===== config.mk =====
export PLATFORM = sky130hd
export DESIGN_NAME = vram_arbiter
export DESIGN_NICKNAME = d
export VERILOG_FILES = /design/src/rtl/vram_arb_pkg.sv /design/src/rtl/vram_arb_timeout.sv /design/src/rtl/vram_arbiter.sv
export SDC_FILE = /design/constraint.sdc
export NUM_CORES = 1
export LEC_CHECK = 0
export CAP_MARGIN = 25
export CORE_ASPECT_RATIO = 1.75
export CORE_MARGIN = 3
export CORE_UTILIZATION = 21
export CTS_CLUSTER_DIAMETER = 100
export DETAILED_ROUTE_END_ITERATION = 8
export HOLD_SLACK_MARGIN = 0.03
export PLACE_DENSITY = 0.85
export SLEW_MARGIN = 30
export SYNTH_ARGS = -nofsm -noshare
export SYNTH_HDL_FRONTEND = slang
export SYNTH_SLANG_ARGS = --single-unit

===== constraint.sdc =====
create_clock -name CLK_I -period 1.85 [get_ports CLK_I]
set_input_delay 0.37 -clock CLK_I [delete_from_list [all_inputs] [get_ports CLK_I]]
set_output_delay 0.37 -clock CLK_I [all_outputs]
set_load 0.005 [all_outputs]

===== src/rtl/vram_arb_pkg.sv =====
// Shared VRAM bus constants and the arbiter grant encoding.
package vram_arb_pkg;

  localparam int unsigned VRAM_AW = 13;
  localparam int unsigned VRAM_DW = 16;

  typedef enum logic [1:0] {
    GNT_IDLE = 2'b00,
    GNT_VID  = 2'b01,
    GNT_CPU  = 2'b10
  } gnt_e;

endpackage


===== src/rtl/vram_arb_timeout.sv =====
// Stall watchdog for the VRAM port: counts strobed-but-unacked cycles and
// raises a one-cycle abort on the TIMEOUT-th consecutive stalled cycle.
// Only instantiated when VRAM_ARB_TIMEOUT_EN is defined.
module vram_arb_timeout #(
  parameter int unsigned TIMEOUT = 15
) (
  input  logic clk,
  input  logic rst,
  input  logic stb,
  input  logic ack,
  input  logic clr,
  output logic abort
);

  // Counter holds the number of stalled cycles already seen (0..TIMEOUT-1).
  localparam int unsigned    CW   = (TIMEOUT < 2) ? 1 : $clog2(TIMEOUT);
  localparam logic [CW-1:0]  LAST = CW'(TIMEOUT - 1);

  logic [CW-1:0] cnt_q, cnt_d;

  // Stall counter register.
  always_ff @(posedge clk) begin
    if (rst) cnt_q <= '0;
    else     cnt_q <= cnt_d;
  end

  // Count stalls; ack or a grant change starts a fresh window.
  always_comb begin
    abort = stb & ~ack & (cnt_q == LAST);
    cnt_d = cnt_q;
    if (clr || ack)  cnt_d = '0;
    else if (stb)    cnt_d = cnt_q + CW'(1);
  end

endmodule


===== src/rtl/vram_arbiter.sv =====
// Two-master arbiter for the single VRAM Wishbone slave port.
// Video fetcher has priority; CPU is served in the gaps and is pre-empted
// only at beat boundaries. Optional stall timeout: VRAM_ARB_TIMEOUT_EN.
module vram_arbiter
  import vram_arb_pkg::*;
#(
  parameter int unsigned AW      = VRAM_AW,
  parameter int unsigned DW      = VRAM_DW,
  parameter int unsigned TIMEOUT = 15
) (
  input  logic            CLK_I,
  input  logic            RST_I,
  input  logic [AW-1:0]   V_ADR_I,
  input  logic            V_CYC_I,
  input  logic            V_STB_I,
  output logic            V_ACK_O,
  output logic            V_ERR_O,
  input  logic [AW-1:0]   C_ADR_I,
  input  logic [DW-1:0]   C_DAT_I,
  input  logic [DW/8-1:0] C_SEL_I,
  input  logic            C_WE_I,
  input  logic            C_CYC_I,
  input  logic            C_STB_I,
  output logic            C_ACK_O,
  output logic            C_ERR_O,
  output logic [DW-1:0]   RD_DAT_O,
  output logic [AW-1:0]   M_ADR_O,
  output logic [DW-1:0]   M_DAT_O,
  output logic [DW/8-1:0] M_SEL_O,
  output logic            M_WE_O,
  output logic            M_CYC_O,
  output logic            M_STB_O,
  input  logic            M_ACK_I,
  input  logic [DW-1:0]   M_DAT_I,
  output logic [1:0]      GNT_O
);

  gnt_e gnt_q, gnt_d;
  logic cyc_raw, stb_raw;
  logic abort;

  // Grant register.
  always_ff @(posedge CLK_I) begin
    if (RST_I) gnt_q <= GNT_IDLE;
    else       gnt_q <= gnt_d;
  end

  // Grant next-state: video wins ties; CPU yields only on an acked beat.
  always_comb begin
    gnt_d = gnt_q;
    unique case (gnt_q)
      GNT_IDLE: begin
        if (V_CYC_I)      gnt_d = GNT_VID;
        else if (C_CYC_I) gnt_d = GNT_CPU;
      end
      GNT_VID: begin
        if (!V_CYC_I) gnt_d = C_CYC_I ? GNT_CPU : GNT_IDLE;
      end
      GNT_CPU: begin
        if (!C_CYC_I)                          gnt_d = V_CYC_I ? GNT_VID : GNT_IDLE;
        else if (V_CYC_I && M_ACK_I && C_STB_I) gnt_d = GNT_VID;
      end
      default: gnt_d = GNT_IDLE;
    endcase
    if (abort) gnt_d = GNT_IDLE;
  end

  // Slave-side mux driven from the registered grant.
  always_comb begin
    cyc_raw = 1'b0;
    stb_raw = 1'b0;
    M_ADR_O = '0;
    M_DAT_O = '0;
    M_SEL_O = '0;
    M_WE_O  = 1'b0;
    unique case (gnt_q)
      GNT_VID: begin
        cyc_raw = V_CYC_I;
        stb_raw = V_STB_I;
        M_ADR_O = V_ADR_I;
        M_SEL_O = '1;
      end
      GNT_CPU: begin
        cyc_raw = C_CYC_I;
        stb_raw = C_STB_I;
        M_ADR_O = C_ADR_I;
        M_DAT_O = C_DAT_I;
        M_SEL_O = C_SEL_I;
        M_WE_O  = C_WE_I;
      end
      default: ;
    endcase
    M_CYC_O = cyc_raw & ~abort;
    M_STB_O = stb_raw & ~abort;
  end

  // Acks are discarded while reset is asserted so a beat cut by reset is never reported.
  assign V_ACK_O  = M_ACK_I & V_STB_I & (gnt_q == GNT_VID) & ~RST_I;
  assign C_ACK_O  = M_ACK_I & C_STB_I & (gnt_q == GNT_CPU) & ~RST_I;
  assign RD_DAT_O = M_DAT_I;
  assign GNT_O    = gnt_q;

`ifdef VRAM_ARB_TIMEOUT_EN
  vram_arb_timeout #(
    .TIMEOUT (TIMEOUT)
  ) u_timeout (
    .clk   (CLK_I),
    .rst   (RST_I),
    .stb   (stb_raw),
    .ack   (M_ACK_I),
    .clr   (gnt_d != gnt_q),
    .abort (abort)
  );

  assign V_ERR_O = abort & (gnt_q == GNT_VID);
  assign C_ERR_O = abort & (gnt_q == GNT_CPU);
`else
  assign abort   = 1'b0;
  assign V_ERR_O = 1'b0;
  assign C_ERR_O = 1'b0;
`endif

endmodule

=== Word level (Yosys, flattened, before mapping) ===
Index checks and enable logic that the tools add are counted.

* Bits in registers: 2
* Bits in latches: 0
* Memory bits (writable): 0
* Memory bits (read-only): 0
* Bits of input ports: 68
* Output and inout bits: 56
* Word-level logic and storage cells: 31
* Memories: 0

* Add/sub/neg operators: 0
* $mul: 0
* Div/mod/pow operators: 0
* Order comparisons: 0
* Equality and inequality tests: 5
* Shifts and indexed selects: 0
* Mux-type cells: 14
* Bitwise logic cells: 7
* Reduce and logical (&&, ||, !) cells: 4

{| class="wikitable"
|+ Operators by type and width
! operator !! number
|-
| $pmux W13 S2 || 1
|-
| $mux W16 || 1
|-
| $mux W2 || 6
|-
| $and A1 B1 Y1 || 6
|-
| $ne A3 B3 Y1 const B || 2
|-
| $pmux W2 S3 || 1
|-
| $pmux W1 S2 || 2
|-
| $pmux W2 S2 || 1
|-
| $reduce_and A3 Y1 || 1
|-
| $eq A2 B1 Y1 const B || 1
|-
| $eq A2 B2 Y1 const B || 1
|-
| $logic_and A1 B1 Y1 || 2
|-
| $logic_not A2 Y1 || 1
|-
| $mux W1 || 2
|-
| $ne A2 B2 Y1 const B || 1
|-
| $not A1 Y1 || 1
|}

=== Longest topological paths before layout ===
* Word-level depth: 5
* Gate-level depth with buffers: 6
* Mapped depth without buffers: 5

=== Least setup slack after synthesis ===
OpenSTA, ideal clock, no wires.

* Path kind: reg2out
* From: reg gnt_q[0] (netlist: GNT_O[0])
* To: out M_STB_O
* Arrival: 1.178 ns
* Required time: 1.480 ns
* Path slack: 0.302 ns
* Cell stages (with the launch flop): 7
* Buffers on the path: 2
* Path through: dfxtp_1 > inv_1 > ha_1 > buf_6 > clkbuf_1 > nand2_1 > a21boi_0

* Cells in the longest elaborated chain, start to end: 2
* Elaborated cells between the ends (all ways): 3
* Those cells by class: eq/ne (2); mux (1)

{| class="wikitable"
|+ RTL lines
! what !! RTL line !! RTL
|-
| from (decl) || vram_arbiter.sv:38 || <nowiki>gnt_e gnt_q, gnt_d;</nowiki>
|-
| from (signal assigned) || vram_arbiter.sv:45 || <nowiki>else gnt_q <= gnt_d;</nowiki>
|-
| $eq A2 B2 Y1 or $eq A2 B1 Y1 (tied branches) || vram_arbiter.sv:76 || <nowiki>unique case (gnt_q)</nowiki>
|-
| $pmux W1 S2 (*) || vram_arbiter.sv:76 ||
|-
| to (decl) || vram_arbiter.sv:32 || <nowiki>output logic M_STB_O,</nowiki>
|}

Mark *: on every way between the ends. The rest lies on a longest branch, timed or not.

=== Worst setup path in the final report ===
* From: reg gnt_q[0] (netlist: GNT_O[0])
* To: out M_ADR_O[12]

* Cells in the longest elaborated chain, start to end: 2
* Elaborated cells between the ends (all ways): 3
* Those cells by class: eq/ne (2); mux (1)

{| class="wikitable"
|+ RTL lines
! what !! RTL line !! RTL
|-
| $eq A2 B2 Y1 or $eq A2 B1 Y1 (tied branches) || vram_arbiter.sv:76 ||
|-
| $pmux W13 S2 (*) || vram_arbiter.sv:76 ||
|-
| to (decl) || vram_arbiter.sv:27 || <nowiki>output logic [AW-1:0] M_ADR_O,</nowiki>
|}

Marks and branches as above.

==> results_dict.tcl <==
set metrics [dict create \
    final_cells 235 \
    cpPeakStageDelay_ns 0.35 \
    fmax_ghz 0.553 \
    grt_pass1_wl_microns 4940 \
    clk_path_buf_depth 2 \
    grt_pass1_vias 1106 \
    status "finished, final reports clean" \
    period_share_pct 97.8 \
    synth_area_per_cell_sq_um 7.17 \
    drc_errors 0 \
    cts_hold_buf 0 \
    synth-simple-area-share_pct 36.6 \
    drv_cap 0 \
    start_util_pct 22.3 \
    fill_cells 317 \
    cp.arrival_ns 1.44 \
    place_hpwl_microns 2440 \
    finalHoldViolations 0 \
    synth.yosys.seq_area_share_pct 5.53 \
    hp-class "flip-flop to flip-flop" \
    ant_nets 0 \
    ys_seq_elements 2 \
    gp_congestion 0.667 \
    worstSetupStartpointType "flip-flop" \
    yosysWarnings 0 \
    setup.worst_path.end_class "primary output" \
    fp.coreArea_sq_um 3240 \
    fin_crit_ns 1.81 \
    cts.sinks 2 \
    cpLargestDelayFamily "buffers and inverters" \
    wl_per_cell_microns 13.6 \
    fp-row-count 27 \
    syn_to_final_growth_pct 149 \
    dieHeight_microns 83.7 \
    num_io_pins 124 \
    synthCells 101 \
    clkTransAtPathRegs_ns 0.03 \
    drt-total-wl_microns 3190 \
    synth_compound_area_share_pct 22.8 \
    vias_per_cell 4.49 \
    vias 1056 \
    cp_max_fo 6 \
    cp_num_buf_inv 5 \
    critPathRequiredTime_ns 1.48 \
    critPathSlowestCell "dfxtp_4" \
    cts_buffers 3 \
    cts_root_buffer "clkbuf_8" \
    synth_top_family_by_area "simple AND/OR/NAND/NOR gates" \
    setup_violations 0 \
    insertion_delay_ns 0.21 \
    cts_tree "built" \
    diodes 0 \
    path_cells "inv_4 -> ha_4 -> buf_6 -> buf_6 -> buf_6 -> a22oi_2 -> nor2b_1 -> buf_2" \
    crit_type "flip-flop to primary output" \
    dieArea_sq_um 4220 \
    dr.pass1.iters 4 \
    cpMostUsedCell "buf_6" \
    die_w_microns 50.4 \
    synth_xor_area_share_pct 0 \
    grt_max_degree 23 \
    drive_gt1_share_pct 31.8 \
    power_density_nw_per_um2 719 \
    synth_area_sq_um 724 \
    drtIter0Drc 20 \
    p_leak_nw 0.822 \
    io_buffers 89 \
    cts_max_level 1 \
    largest_reg_flops 2 \
    fin_util_pct 55.7 \
    dp.cells 222 \
    rsz0062_at_grt "true" \
    antenna_found_initial 0 \
    peakVddDrop_mv 0.475 \
    maxSlewViolCount 0 \
    ys_types 22 \
    nets 266 \
    synth_adder_area_share_pct 6.91 \
    grt-ovfl-total 0 \
    clock_skew_ns 0.000165 \
    grt.total_usage_pct 14.8 \
    synthMuxAreaShare_pct 2.76 \
]
tightest hold or removal path, cell delays in order (launching register included):
cell	delay [ns]
dfxtp_4	0.35
buf_4	0.14
nand2b_1	0.06
mux2i_1	0.05
metrics by stage:
stage	hold WS (ns)	TNS (ns)	instance area, sq um	setup slack (ns)	power, W
6_report	0.645	0	1810	0.0414	0.00130
5_1_grt	0.675	-0.0178	1810	-0.0178	0.00140
4_1_cts	0.645	-0.177	1800	-0.0657	0.00129
3_5_place_dp	0.622	-1.97	1620	-0.212	0.000973
3_3_place_gp	0.620	-1.41	1620	-0.176	0.000958
2_1_floorplan	0.507	0	728	0.302	0.000474
worst paths after layout:
path | end | startpoint | cells after the start | slack, ns
setup / recovery | M_ADR_O[12] | GNT_O[0] | 8 | 0.04
hold / removal | GNT_O[1] | GNT_O[1] | 3 | 0.64
setup reg to reg | GNT_O[0] | GNT_O[0] | 9 | 0.25
hold reg to reg | GNT_O[1] | GNT_O[1] | 3 | 0.64
what timing repair did:
action / CTS / global route
setup buffers: 9 / 1
resized for setup: 83 / 17
endpoints found under the setup margin: 36 / 13
pin swaps: 0 / 4
layout make-up:
cell class	instances	area, sq um	area share [%]
sequential	2	47.5	2.63
timing repair buffer	112	1040	57.5
clock buffer	3	41.3	2.29
inverter	2	10.0	0.554
tap	43	53.8	2.98
multi-input combinational	73	614	34.0
per-layer routing:
layer  GRT usage, %  routed length (microns)  vias up
met1           11.2                      889      476
met4           6.13                       82        0
met3           3.58                      317       10
met2           31.8                     1900       68
met5              0                        0        -
li1               -                        -      502
power breakdown:
part	leakage (nW)	total (W)	internal [W]	switching (W)
Sequential	0.0178	0.0000773	0.0000613	0.0000161
Combinational	0.783	0.00105	0.000656	0.000393
Clock	0.0216	0.000171	0.000138	0.0000332
logic make-up (layout without fill, tap and decap cells):
kind of cell             count (synthesis)  after routing
buffers and inverters                   27            117
adder cells (fa/ha/maj)                  4              4
multiplexers                             2              2
AO/OA/AOI/OAI                           21             21
other                                    1              2
flip-flops                               2              2
AND/OR/NAND/NOR                         44             44
synthesized netlist by cell type (all sizes together):
cell type	number	area [sq um]
a211o	2	17.5
ha	4	50.1
nor2b	15	93.8
o21ai	1	5.00
buf	22	161
conb	1	3.75
nor2	2	7.51
inv	2	7.51
mux2i	2	20.0
dfxtp	2	40.0
and2	17	106
nand2	5	26.3
o221a	1	20.0
and3	1	6.26
a21oi	2	10.0
a21boi	2	15.0
a22oi	13	97.6
nand2b	4	25.0
clkbuf	3	11.3
placed cells by master, fill, tap and decap left out:
master and count:
conb_1 2, clkbuf_8 3, nor2b_1 15, o21ai_1 1
dfxtp_4 2, ha_4 3, ha_1 1, clkdlybuf4s50_1 53
and2_1 17, and3_1 1, nand2_4 1, mux2i_1 2
nand2_1 4, buf_8 1, dlygate4sd2_1 23, buf_6 5
clkbuf_2 8, a22oi_2 13, o221a_4 1, inv_4 1
clkdlybuf4s15_1 1, a21boi_0 1, a21boi_2 1, nand2b_1 4
a21oi_1 2, a211o_1 2, buf_4 14, buf_2 4
inv_2 1, buf_12 3, nor2_1 2
No activity file was read; power rests on OpenSTA's default activity.
